File: config.mk
export PLATFORM = sky130hd
export DESIGN_NAME = mult_hilo_ctrl_flat
export DESIGN_NICKNAME = d
export VERILOG_FILES = /design/src/rtl/mult_hilo_ctrl_pkg.sv /design/src/rtl/mult_hilo_ctrl_if.sv /design/src/rtl/mult_hilo_ctrl.sv /design/src/flat_wrapper.sv
export SDC_FILE = /design/constraint.sdc
export NUM_CORES = 1
export LEC_CHECK = 0
export ABC_AREA = 1
export BUFFER_PORTS_ARGS = -buffer_cell sky130_fd_sc_hd__buf_2
export CAP_MARGIN = 20
export CORE_MARGIN = 2
export CORE_UTILIZATION = 51
export DETAILED_ROUTE_END_ITERATION = 16
export GPL_ROUTABILITY_DRIVEN = 0
export PLACE_DENSITY = 0.86
export SLEW_MARGIN = 20
export SYNTH_ARGS = -nofsm -noshare
export SYNTH_HDL_FRONTEND = slang
export SYNTH_SLANG_ARGS = --single-unit
File: constraint.sdc
create_clock -name clk -period 2.6 [get_ports clk]
set_input_delay 0.52 -clock clk [delete_from_list [all_inputs] [get_ports clk]]
set_output_delay 0.52 -clock clk [all_outputs]
set_load 0.02 [all_outputs]
File: src/rtl/mult_hilo_ctrl_pkg.sv
// mult_hilo_pkg
// Shared types for the HI/LO controller that sits in front of the
// iterative multiplier in the execute stage.
//   DATA_W    : architectural register width (multiplier operands are
//               DATA_W+1 bits, the product is 2*DATA_W bits)
//   op_e      : decoder op codes handled by this block
//   state_e   : controller states
//   op_needs_hilo : true for every op that touches HI/LO or the multiplier

package mult_hilo_pkg;

    localparam int DATA_W = 32;

    typedef enum logic [2:0] {
        NOP   = 3'd0,
        MULT  = 3'd1,
        MULTU = 3'd2,
        MTHI  = 3'd3,
        MTLO  = 3'd4,
        MFHI  = 3'd5,
        MFLO  = 3'd6
    } op_e;

    typedef enum logic [1:0] {
        IDLE  = 2'd0,
        ISSUE = 2'd1,
        WAIT  = 2'd2
    } state_e;

    // NOP (and the unused 3'd7 code) never depend on HI/LO, so they never stall.
    function automatic logic op_needs_hilo(input op_e op);
        return op inside {MULT, MULTU, MTHI, MTLO, MFHI, MFLO};
    endfunction

endpackage

File: src/rtl/mult_hilo_ctrl_if.sv
// mult_hilo_ctrl_if
// Handshake between the HI/LO controller and the iterative multiplier.
//   mul_a, mul_b   : 33-bit two's complement operands (controller -> multiplier)
//   mul_valid_in   : one-cycle start pulse (controller -> multiplier)
//   mul_r          : low 64 bits of the product (multiplier -> controller)
//   mul_valid_out  : product valid this cycle (multiplier -> controller)
// Modports: master = controller side, slave = multiplier side.

interface mult_hilo_ctrl_if;
    import mult_hilo_pkg::*;

    logic [DATA_W:0]     mul_a;
    logic [DATA_W:0]     mul_b;
    logic                mul_valid_in;
    logic [2*DATA_W-1:0] mul_r;
    logic                mul_valid_out;

    modport master (
        output mul_a,
        output mul_b,
        output mul_valid_in,
        input  mul_r,
        input  mul_valid_out
    );

    modport slave (
        input  mul_a,
        input  mul_b,
        input  mul_valid_in,
        output mul_r,
        output mul_valid_out
    );

endinterface

File: src/rtl/mult_hilo_ctrl.sv
// mult_hilo_ctrl
// Owns the architectural HI/LO registers and drives the iterative multiplier.
// MULT/MULTU extend rs/rt to 33 bits and start a multiply; the product is
// written to {HI,LO} when the multiplier reports it. MTHI/MTLO/MFHI/MFLO act
// directly on HI/LO. While a multiply is in flight every HI/LO-related op is
// stalled, so MFHI/MFLO always observe the finished product.
// Ports:
//   clk, rst_n        : clock, asynchronous active-low reset
//   op_valid, op      : decoder op and its valid flag
//   rs_data, rt_data  : source operands
//   stall             : op present but not accepted; pipeline must hold it
//   mf_data           : HI or LO for an accepted MFHI/MFLO, else 0
//   hi, lo            : architectural HI/LO
//   busy              : multiply in flight (ISSUE or WAIT)
//   mul_if            : multiplier handshake (master side)

module mult_hilo_ctrl
    import mult_hilo_pkg::*;
(
    input  logic                 clk,
    input  logic                 rst_n,
    input  logic                 op_valid,
    input  op_e                  op,
    input  logic [DATA_W-1:0]    rs_data,
    input  logic [DATA_W-1:0]    rt_data,
    output logic                 stall,
    output logic [DATA_W-1:0]    mf_data,
    output logic [DATA_W-1:0]    hi,
    output logic [DATA_W-1:0]    lo,
    output logic                 busy,
    mult_hilo_ctrl_if.master     mul_if
);

    state_e             state_q, state_d;
    logic [DATA_W-1:0]  hi_q, hi_d;
    logic [DATA_W-1:0]  lo_q, lo_d;
    logic [DATA_W:0]    mul_a_q, mul_a_d;
    logic [DATA_W:0]    mul_b_q, mul_b_d;
    logic               mul_valid_in;

    // Next-state and output logic. Ops are only acted upon in IDLE; in the
    // other states a HI/LO op is stalled and simply re-presented later.
    // mul_valid_out is only looked at in WAIT, so stray pulses are harmless.
    always_comb begin
        state_d      = state_q;
        hi_d         = hi_q;
        lo_d         = lo_q;
        mul_a_d      = mul_a_q;
        mul_b_d      = mul_b_q;
        mul_valid_in = 1'b0;
        busy         = 1'b0;
        mf_data      = '0;
        stall        = op_valid && (state_q != IDLE) && op_needs_hilo(op);

        case (state_q)
            IDLE: begin
                if (op_valid) begin
                    case (op)
                        MULT: begin
                            mul_a_d = {rs_data[DATA_W-1], rs_data};
                            mul_b_d = {rt_data[DATA_W-1], rt_data};
                            state_d = ISSUE;
                        end
                        MULTU: begin
                            mul_a_d = {1'b0, rs_data};
                            mul_b_d = {1'b0, rt_data};
                            state_d = ISSUE;
                        end
                        MTHI:    hi_d    = rs_data;
                        MTLO:    lo_d    = rs_data;
                        MFHI:    mf_data = hi_q;
                        MFLO:    mf_data = lo_q;
                        default: ;
                    endcase
                end
            end
            ISSUE: begin
                mul_valid_in = 1'b1;
                busy         = 1'b1;
                state_d      = WAIT;
            end
            WAIT: begin
                busy = 1'b1;
                if (mul_if.mul_valid_out) begin
                    {hi_d, lo_d} = mul_if.mul_r;
                    state_d      = IDLE;
                end
            end
            default: state_d = IDLE;
        endcase
    end

    // State and data registers. Reset discards any in-flight product; the
    // multiplier shares rst_n so it forgets the operation too.
    always_ff @(posedge clk or negedge rst_n) begin
        if (!rst_n) begin
            state_q <= IDLE;
            hi_q    <= '0;
            lo_q    <= '0;
            mul_a_q <= '0;
            mul_b_q <= '0;
        end else begin
            state_q <= state_d;
            hi_q    <= hi_d;
            lo_q    <= lo_d;
            mul_a_q <= mul_a_d;
            mul_b_q <= mul_b_d;
        end
    end

    assign hi                  = hi_q;
    assign lo                  = lo_q;
    assign mul_if.mul_a        = mul_a_q;
    assign mul_if.mul_b        = mul_b_q;
    assign mul_if.mul_valid_in = mul_valid_in;

endmodule

File: src/flat_wrapper.sv
// flat-port wrapper written by rule: the top's interface ports become plain ports
module mult_hilo_ctrl_flat import mult_hilo_pkg::*;
  (clk, rst_n, op_valid, op, rs_data, rt_data, stall, mf_data, hi, lo, busy, mul_if_mul_a, mul_if_mul_b, mul_if_mul_valid_in, mul_if_mul_r, mul_if_mul_valid_out);
  mult_hilo_ctrl_if mul_if_i ();
  input  logic clk;
  input  logic rst_n;
  input  logic op_valid;
  input  op_e op;
  input  logic [DATA_W-1:0] rs_data;
  input  logic [DATA_W-1:0] rt_data;
  output logic stall;
  output logic [DATA_W-1:0] mf_data;
  output logic [DATA_W-1:0] hi;
  output logic [DATA_W-1:0] lo;
  output logic busy;
  output wire logic [$bits(mul_if_i.mul_a)-1:0] mul_if_mul_a;
  output wire logic [$bits(mul_if_i.mul_b)-1:0] mul_if_mul_b;
  output wire logic [$bits(mul_if_i.mul_valid_in)-1:0] mul_if_mul_valid_in;
  input wire logic [$bits(mul_if_i.mul_r)-1:0] mul_if_mul_r;
  input wire logic [$bits(mul_if_i.mul_valid_out)-1:0] mul_if_mul_valid_out;
  assign mul_if_mul_a = mul_if_i.mul_a;
  assign mul_if_mul_b = mul_if_i.mul_b;
  assign mul_if_mul_valid_in = mul_if_i.mul_valid_in;
  assign mul_if_i.mul_r = mul_if_mul_r;
  assign mul_if_i.mul_valid_out = mul_if_mul_valid_out;
  mult_hilo_ctrl u_core (.clk(clk), .rst_n(rst_n), .op_valid(op_valid), .op(op), .rs_data(rs_data), .rt_data(rt_data), .stall(stall), .mf_data(mf_data), .hi(hi), .lo(lo), .busy(busy), .mul_if(mul_if_i));
endmodule
==> run metrics, run 1 <==
cell type with the largest total area after synthesis dfrtp_1; DP Area 0.00810 mm²; Max Cap Viol 0; synthesized area per cell 8.74 µm²; CTS tree done; worst-margin pin slew 0.646 ns; clk root buf clkbuf_16; Layout area overhead 31.7%; DP Wirelength 14900 µm; Site Rows 41; non-filler cells, final 1210; nets@finish 1163; syn_nets 890; final-layout fill cell count 1033; Yosys warnings 0; Die W 118 µm; Clock Pin Slew Worst Setup and Hold Paths 0.06 ns; Die ar. 0.0138 mm²; arrival time at the worst endpoint 1.98 ns; FMAX 400 MHz; Static Leak 4.63 nW; post-route ant nets 0; # DRC 0; distinct cell type count after synthesis 22; worst hold path class in2async; Worst EP required 2.08 ns; CTS Hold Bufs 0; Synth Register Bits 132; power density over the cells 1270 mW/mm²; final setup TNS 0 ns; largest net degree at the start of global routing 68; final hold vios 0; via count 6626; post-route cell area 0.00866 mm²; top cell type's share of synthesized area 50.2%; CTS max path bufs 2; top area cells in the synthesized netlist dfrtp_1, nand2_1, o21ai_2; Final setup viols 0; initial antenna violation count 0; drt pass-1 iters 5; area taken by multi-input logic gates 0.00274 mm²; Tot GR Track Use 29.7%; synthesized instance count 752; Final Total Pwr 0.0110 W; Post-Synth Adder-Cell Area 0.571%; Crit Path Class reg2out; Final Slew Violations 0; mapped cell area 0.00658 mm²; post-DR vias/cell 5.48; compound-cell area share of the yosys netlist 18.9%; clock skew 0.00396 ns; first-pass GRT wire length 32600 µm; IO Pins 300; RSZ-0062 raised after global routing no; H-tree level count 4; status completed; FF+latch area 0.00330 mm²; clock latency on the worst-skew pair 0.41 ns; multiplexer area fraction after synthesis 0%; crit-path max FO 34; layout cells sized above 1 41.1%; # port buffers 299; Tcrit/Tclk final 96.1%; post-synthesis simple-gate area fraction 21.9%; Slew headroom 56.9%; worst vdd ir 775 µV; Seq/Total Area, Yosys 50.2%; clock period minus worst slack 2.50 ns; startpoint types flip-flop; total CTS buffers 17; largest family of logic cells by synthesized area simple AND/OR/NAND/NOR gates; total gr overflow 0; CTS Sinks 132; die height 118 µm; Post-Synth XOR/XNOR Area 0%; Util after Layout 68.6%; area of the core 0.0126 mm²; diode count 0; setup bufs post-CTS 0; number of global-route vias before repair 6478; Initial Util 52.1%; Initial DRC Count 674; Placed Cells incl. Taps 1179; WL final 20700 µm; Crit. End Element output pin; wire per inst 17.1 µm
cell families (layout without fill, tap and decap cells):
| kind of cell | count (synthesis) | count (layout) |
|---|---|---|
| fa+ha+maj | 3 | 3 |
| flops | 132 | 132 |
| simple gates | 315 | 315 |
| buf+inv | 105 | 391 |
| compound gates | 197 | 197 |
per-stage QoR:
step                hold slack, ns  worst slack (ns)
finish                      0.0263             0.101
global route                0.0483           0.00871
CTS                         0.0284            0.0577
detailed placement           0.454             0.348
global placement             0.450             0.357
floorplan                    0.224             0.572
cell usage in the layout (no fill, tap or decap):
| master | Yosys | routed |
|---|---|---|
| inv_2 | 4 | 4 |
| nor2_1 | 33 | 33 |
| ha_2 | 0 | 1 |
| nand4_1 | 65 | 65 |
| nand2_4 | 4 | 5 |
| nand3_1 | 37 | 37 |
| buf_6 | 16 | 1 |
| bufinv_16 | 0 | 1 |
| nand3_2 | 2 | 2 |
| clkinvlp_4 | 0 | 6 |
| buf_2 | 27 | 298 |
| clkinv_2 | 0 | 5 |
| clkbuf_16 | 0 | 17 |
| nand2_1 | 172 | 172 |
| inv_6 | 0 | 1 |
| ha_4 | 0 | 1 |
| clkbuf_8 | 0 | 2 |
| ha_1 | 3 | 1 |
| o21ai_1 | 35 | 35 |
| o21ai_2 | 64 | 64 |
| a21oi_4 | 1 | 1 |
| dfrtp_1 | 132 | 132 |
| inv_1 | 38 | 38 |
| a21oi_1 | 96 | 96 |
| or2_1 | 1 | 1 |
| o211ai_1 | 1 | 1 |
| buf_12 | 0 | 4 |
| buf_4 | 2 | 14 |
state kept, by name (all words and copies together) (netlist names):
name / cells
u_core.mul_if.mul_a: 33
u_core.mul_if.mul_b: 33
u_core.state_q: 2
u_core.hi: 32
u_core.lo: 32
layer usage:
| layer | part of all wire [%] | GRT usage (%) | wire (µm) |
|---|---|---|---|
| met3 | 8.2 | 7.32 | 1700 |
| met4 | 2.2 | 11.3 | 446 |
| met1 | 38 | 35.3 | 7910 |
| met5 | 0 | 0 | 0 |
| met2 | 51 | 52.2 | 10700 |
report_power, final:
part	total [W]	internal, W	switching [W]
registers	0.00379	0.00304	0.000743
logic	0.00501	0.00164	0.00337
clock network	0.00224	0.00136	0.000887
total	0.0110	0.00604	0.00500
worst max-delay path, stage by stage, from the launching register on:
cell and delay (ns):
dfrtp_1 0.40, inv_1 0.13, ha_2 0.27, nand2_4 0.27, a21oi_1 0.28, buf_2 0.21
cell usage after synthesis:
master	instances
buf_4	2
nor2_1	33
buf_6	16
nand2_1	172
inv_2	4
o21ai_1	35
a21oi_4	1
a21oi_1	96
or2_1	1
o211ai_1	1
nand3_2	2
o21ai_2	64
buf_1	3
dfrtp_1	132
buf_2	27
ha_1	3
inv_1	38
nand2_4	4
clkbuf_1	15
nand4_1	65
nand2_2	1
nand3_1	37
timing repair:
item                       in CTS  in global routing
setup endpoints to repair      20                  1
gates resized for setup         2                  0
cloned                          0                  0
cell type report:
cell class	instances	area share, %
inverters	42	1.82
multi-input cells	515	31.6
flip-flops and latches	132	38.1
well taps	172	2.48
repair buffers	317	19.5
clock buffers	19	5.23
clock inverters	13	1.26
final timing paths:
path	start	to	slack, ns	cells past startpoint
max	u_core.state_q[0]$_DFFE_PN0P_	mf_data[20]	0.10	5
min	rst_n	u_core.mul_if.mul_a[15]$_DFFE_PN0P_	0.03	1
max reg2reg	u_core.state_q[0]$_DFFE_PN0P_	u_core.lo[18]$_DFFE_PN0P_	0.42	8
min reg2reg	u_core.mul_if.mul_b[26]$_DFFE_PN0P_	u_core.mul_if.mul_b[26]$_DFFE_PN0P_	0.47	2
max in group asynchronous	rst_n	u_core.mul_if.mul_a[29]$_DFFE_PN0P_	1.87	2
min in group clk	rt_data[13]	u_core.mul_if.mul_b[13]$_DFFE_PN0P_	0.33	3
No activity file was read; power rests on OpenSTA's default activity.
==> inputs of run 2 (changes only) <==
--- a/config.mk
+++ b/config.mk
@@ -5,14 +5,15 @@
 export SDC_FILE = /design/constraint.sdc
 export NUM_CORES = 1
 export LEC_CHECK = 0
-export ABC_AREA = 1
+export ABC_AREA = 0
 export BUFFER_PORTS_ARGS = -buffer_cell sky130_fd_sc_hd__buf_2
 export CAP_MARGIN = 20
-export CORE_MARGIN = 2
-export CORE_UTILIZATION = 51
+export CORE_AREA = 2 2 117 119
 export DETAILED_ROUTE_END_ITERATION = 16
+export DIE_AREA = 0 0 119 121
 export GPL_ROUTABILITY_DRIVEN = 0
-export PLACE_DENSITY = 0.86
+export GPL_TIMING_DRIVEN = 0
+export PLACE_DENSITY = 0.8
 export SLEW_MARGIN = 20
 export SYNTH_ARGS = -nofsm -noshare
 export SYNTH_HDL_FRONTEND = slang
==> run 2 against run 1 <==
  * Utilization is 4.1 points lower
  * Synthesized cell count fell by 25%
  * Clock skew is 0.0015 ns higher
  * Combinational power is 13% higher
==> run metrics, run 2 <==
die height 121 µm; syn_nets 699; via count 5592; mapped cell area 0.00605 mm²; diode count 0; CTS Sinks 132; CTS max path bufs 2; Final Slew Violations 0; slowest CP cell dfrtp_1; FMAX 399 MHz; crit-path max FO 10; DP Area 0.00780 mm²; total CTS buffers 17; Async SR Flop Fraction 100%; layout cells sized above 1 51.1%; drt pass-1 iters 5; top cell type's share of synthesized area 54.6%; synthesized instance count 561; Tcrit/Tclk final 96.3%; worst vdd ir 853 µV; clock latency on the worst-skew pair 0.41 ns; met1 WL 7860 µm; Seq/Total Area, Yosys 54.6%; first-pass GRT wire length 30100 µm; IO Pins 300; Layout area overhead 39.6%; wire per inst 18.3 µm; largest net degree at the start of global routing 69; DP Wirelength 14700 µm; most common cell in the netlist dfrtp_1; area of the core 0.0131 mm²; Cell Chain, Critical Path inv_1 -> ha_1 -> buf_4 -> nand2_4 -> clkbuf_4 -> nor2_4 -> buf_2; Yosys warnings 0; arrival time at the worst endpoint 1.98 ns; nets@finish 1016; Crit Path Class reg2out; RSZ-0062 raised after global routing no; Slew headroom 56.3%; H-tree level count 4; worst hold path class in2async; Tot GR Track Use 27.2%; top area cells in the synthesized netlist dfrtp_1, mux2_2, a21oi_1; ys flop type dfrtp_1; total gr overflow 0; Static Leak 4.03 nW; initial antenna violation count 1; CTS Hold Bufs 0; startpoint types flip-flop; Clock Pin Slew Worst Setup and Hold Paths 0.06 ns; CP Launch Point u_core.state_q[1]$_DFFE_PN0P_; Max Cap Viol 0; Setup WS pre-CTS -0.473 ns; worst-margin pin slew 0.654 ns; post-route cell area 0.00844 mm²; synthesized area per cell 10.8 µm²; WL met2 9990 µm; Die ar. 0.0144 mm²; number of global-route vias before repair 5709; CP max stage delay 0.38 ns; power density over the cells 1400 mW/mm²; # port buffers 298; clock skew 0.00549 ns; top sig layer met4; final-layout fill cell count 1083; final hold vios 0; Worst EP required 2.08 ns; cell type with the largest total area after synthesis dfrtp_1; Crit. End Element output pin; post-DR vias/cell 5.24; worst r2r src u_core.state_q[1]$_DFFE_PN0P_; # DRC 0; commonest cells after routing, fill and taps aside buf_2, dfrtp_1, a21oi_1; clock period minus worst slack 2.50 ns; WL final 19600 µm; Final setup viols 0; largest delay contributor family on the critical path buffers and inverters; Post-synth top cells dfrtp_1, nor2_1, a21oi_1, mux2_2, nor2b_1; commonest non-fill, non-tap cell in the layout buf_2; distinct cell type count after synthesis 31; post-route ant nets 0; setup ws final 0.0955 ns; status completed; EDFF count, synth 0; Synth Register Bits 132; Initial DRC Count 378; met3 routed WL 1400 µm; clk root buf clkbuf_16; Site Rows 42; area taken by multi-input logic gates 0.00255 mm²; FF+latch area 0.00330 mm²; CTS tree done; critical path buffer and inverter count 4; Initial Util 46.2%; Die W 119 µm
## run 2: cell types whose count changed after synthesis, moves of 15 or more
cell,before,now
o21ai_1,35,0
nand3_1,37,2
a21oi_2,0,28
mux2_2,0,58
nand4_1,65,0
nor2b_1,0,33
buf_2,27,12
nor2_1,33,101
nand2_1,172,4
inv_1,38,2
a22oi_1,0,32
o21ai_2,64,0
## run 2: path summary, 6_finish.rpt
kind | to | depth (start not counted) | slack [ns]
min in group clk | u_core.mul_if.mul_b[25]$_DFFE_PN0P_ | 2 | 0.33
max in group asynchronous | u_core.hi[12]$_DFFE_PN0P_ | 2 | 1.83
worst max-delay path | mf_data[13] | 7 | 0.1
worst max register to register | u_core.mul_if.mul_a[28]$_DFFE_PN0P_ | 7 | 0.20
worst min-delay path | u_core.mul_if.mul_b[19]$_DFFE_PN0P_ | 1 | 0.06
worst min register to register | u_core.mul_if.mul_a[14]$_DFFE_PN0P_ | 1 | 0.49
## run 2: logic make-up (layout without fill, tap and decap cells)
group / count (synthesis) / in the layout / share of synthesized area, %
mux: 65 / 65 / 12.1
buf+inv: 44 / 374 / 3.72
simple gates: 150 / 150 / 11.5
compound gates: 166 / 166 / 17.3
fa+ha+maj: 3 / 3 / 0.621
flops: 132 / 132 / 54.6
xor+xnor: 1 / 1 / 0.145
## run 2: worst register-to-register path: stages (launching register included)
cell and delay [ns]:
dfrtp_1 0.38, inv_1 0.11, ha_1 0.16, buf_4 0.18, nand2_4 0.15, nor3_4 0.53, buf_2 0.39, mux2_2 0.39
## run 2: per-stage QoR
stage               util (%)  total power [W]  hold slack [ns]  TNS, ns  std cells
floorplan                  -          0.00737            0.224        0        561
global placement        59.3          0.00927            0.462  -112.23       1035
detailed placement      59.6          0.00944            0.474   -10.93       1036
CTS                     64.4           0.0119           0.0702        0       1067
global route            64.5           0.0125           0.0873        0       1067
finish                  64.5           0.0119           0.0595        0       1067
## run 2: layout make-up
type                       instances  area share [%]
clock inverter                    11            1.50
tap                              176            2.61
sequential                       132            39.1
buffer                            41            2.80
inverter                           2          0.0889
clock buffer                      21            5.57
multi-input combinational        385            30.2
timing repair buffer             299            18.1
## run 2: timing repair
action                                  in CTS  in global routing
buffers inserted                             0                  0
gates resized for setup                     14                 18
endpoints found under the setup margin     103                 44
## run 2: routing by layer
metal	global-route usage (%)	up-vias
met5	0	-
met4	8.41	0
met3	7.28	24
met2	47.1	248
met1	33.2	2724
li1	-	2596
## run 2: where the power goes
group / switching, W / leakage [nW] / internal, W
clock: 0.000901 / 0.282 / 0.00149
combinational: 0.00361 / 2.24 / 0.00204
sequential: 0.000724 / 1.52 / 0.00311
==> inputs of run 3 (changes only) <==
--- a/config.mk
+++ b/config.mk
@@ -8,12 +8,13 @@
 export ABC_AREA = 0
 export BUFFER_PORTS_ARGS = -buffer_cell sky130_fd_sc_hd__buf_2
 export CAP_MARGIN = 20
-export CORE_AREA = 2 2 117 119
+export CORE_AREA = 2 2 116 118
+export CTS_BUF_LIST = sky130_fd_sc_hd__clkbuf_8
 export DETAILED_ROUTE_END_ITERATION = 16
-export DIE_AREA = 0 0 119 121
+export DIE_AREA = 0 0 118 120
 export GPL_ROUTABILITY_DRIVEN = 0
 export GPL_TIMING_DRIVEN = 0
-export PLACE_DENSITY = 0.8
+export PLACE_DENSITY = 0.82
 export SLEW_MARGIN = 20
 export SYNTH_ARGS = -nofsm -noshare
 export SYNTH_HDL_FRONTEND = slang
==> run 3 against run 2 <==
  * Total power is 4.5% lower
  * Cell count is 0.28% higher
  * Sequential share of layout area is 0.66 points higher
  * Combinational power hardly changed
  * Routed wire length is 0.20% lower
  * Design area is 1.7% lower
  * Hold slack better by 0.23 ns
  * Flip-flop and latch count stayed put
  * Critical path depth is 1 higher
  * Count of clock-buffer cells in the layout is 2 lower
  * Critical endpoint is now mf_data[11]
==> run metrics, run 3 (same netlist as run 2, synthesis figures left out) <==
die height 120 µm; Placed Cells incl. Taps 1036; Cell Chain, Critical Path buf_2 -> buf_2 -> nand2_1 -> nor2_4 -> clkbuf_2 -> a22oi_1 -> nor2_4 -> buf_4; Final setup viols 0; commonest non-fill, non-tap cell in the layout buf_2; area of the core 0.0130 mm²; CTS tree done; IO Pins 300; Slew headroom 57.9%; clock latency on the worst-skew pair 0.44 ns; startpoint types primary input; status completed; clock skew 0.00750 ns; total CTS buffers 17; CTS Sinks 132; final hold vios 0; Die W 118 µm; R2R depth 7; Max Cap Viol 0; worst reg2reg setup slack 0.16 ns; power density over the cells 1360 mW/mm²; number of global-route vias before repair 5809; Util after Layout 64.0%; drt pass-1 iters 5; clock period minus worst slack 2.48 ns; Site Rows 42; worst vdd ir 866 µV; M3 GR Usage 7.70%; worst hold path class in2reg; largest net degree at the start of global routing 98; post-DR vias/cell 5.32; Tcrit/Tclk final 95.2%; Worst R2R End u_core.mul_if.mul_a[29]$_DFFE_PN0P_; Crit Path Class in2out; worst r2r src u_core.state_q[1]$_DFFE_PN0P_; arrival time at the worst endpoint 1.96 ns; total gr overflow 0; Static Leak 3.96 nW; # port buffers 298; Layout area overhead 37.3%; WL final 19500 µm; DP Wirelength 14500 µm; Clock Pin Slew Worst Setup and Hold Paths 0.08 ns; cell depth of the worst min-delay path 2; FMAX 404 MHz; Crit. End Element output pin; crit-path max FO 10; initial antenna violation count 2; post-route ant nets 0; nets@finish 1017; global route hottest layer met2; Initial Util 46.6%; slowest CP cell clkbuf_2; worst-margin pin slew 0.629 ns; via count 5692; Worst Hold End u_core.mul_if.mul_b[25]$_DFFE_PN0P_; layout cells sized above 1 50.9%; first-pass GRT wire length 30100 µm; Tot GR Track Use 27.7%; RSZ-0062 raised after global routing yes; CTS max path bufs 2; setup bufs post-CTS 0; Initial DRC Count 392; CP max stage delay 0.33 ns; Hold Crit Start rt_data[25]; H-tree level count 4; # DRC 0; wire per inst 18.3 µm; Worst EP required 2.08 ns; Die ar. 0.0142 mm²; commonest cells after routing, fill and taps aside buf_2, dfrtp_1, a21oi_1; non-filler cells, final 1070; clk root buf clkbuf_8; Final Slew Violations 0; grt met1 use 32.6%; global routing usage on met2 47.7%
run 3: cell count changes in the layout (fill, tap and decap cells not counted), moves of 2 or more:
cell	before	now
clkinv_4	2	4
diode_2	0	2
inv_6	1	3
clkbuf_16	17	0
clkinv_2	2	0
clkbuf_8	3	19
buf_4	3	5
clkbuf_2	9	6
run 3: through the flow:
stage / instance area, µm² / hold WS [ns] / worst slack [ns] / total power [W] / setup TNS [ns]
after floorplan: 6050 / 0.224 / 0.374 / 0.00737 / 0
after detailed placement: 7800 / 0.402 / -0.508 / 0.00944 / -12.53
after global routing: 8300 / 0.274 / 0.000296 / 0.0120 / 0
after global placement: 7760 / 0.463 / -0.742 / 0.00925 / -108.25
after CTS: 8280 / 0.263 / 0.0236 / 0.0114 / 0
final: 8300 / 0.290 / 0.125 / 0.0113 / 0
run 3: worst max-delay path by stage:
stage,from,end,slack [ns]
3_5_place_dp,op[1],mf_data[11],-0.51
6_report,op[1],mf_data[11],0.12
4_1_cts,op[0],mf_data[2],0.02
3_3_place_gp,rst_n,u_core.mul_if.mul_a[26]$_DFFE_PN0P_,-0.74
2_1_floorplan,op[1],mf_data[10],0.37
5_1_grt,u_core.state_q[1]$_DFFE_PN0P_,mf_data[1],0.0003
run 3: layout make-up:
class,instances,area (µm²)
Antenna cell,2,5.00
Buffer,41,240
Clock buffer,19,262
Clock inverter,13,174
Fill cell,1072,4680
Inverter,2,7.51
Multi-Input combinational cell,385,2550
Sequential cell,132,3300
Tap cell,176,220
Timing Repair Buffer,300,1540
run 3: where the power goes:
| group | total, W | switching, W | internal, W |
|---|---|---|---|
| Sequential | 0.00380 | 0.000702 | 0.00310 |
| Combinational | 0.00567 | 0.00363 | 0.00204 |
| Clock | 0.00186 | 0.000847 | 0.00101 |
run 3: what timing repair did:
item | 4_1_cts | 5_1_grt
setup endpoints to repair | 120 | 36
pin swaps | 0 | 1
hold buffers | 1 | 0
endpoints found under the hold margin | 35 | 0
gates resized for setup | 16 | 15
run 3: critical path: cells and delay by family:
kind	cells	cell delay [ns]
AND/OR/NAND/NOR	3	0.47
buffers and inverters	4	0.79
AO/OA/AOI/OAI	1	0.18
run 3: per-layer routing:
metal,share of wire [%],wire length [µm],vias up
li1,-,-,2602
met1,39,7620,2766
met2,51,9890,289
met3,7.7,1510,35
met4,2.7,527,0
met5,0,0,-
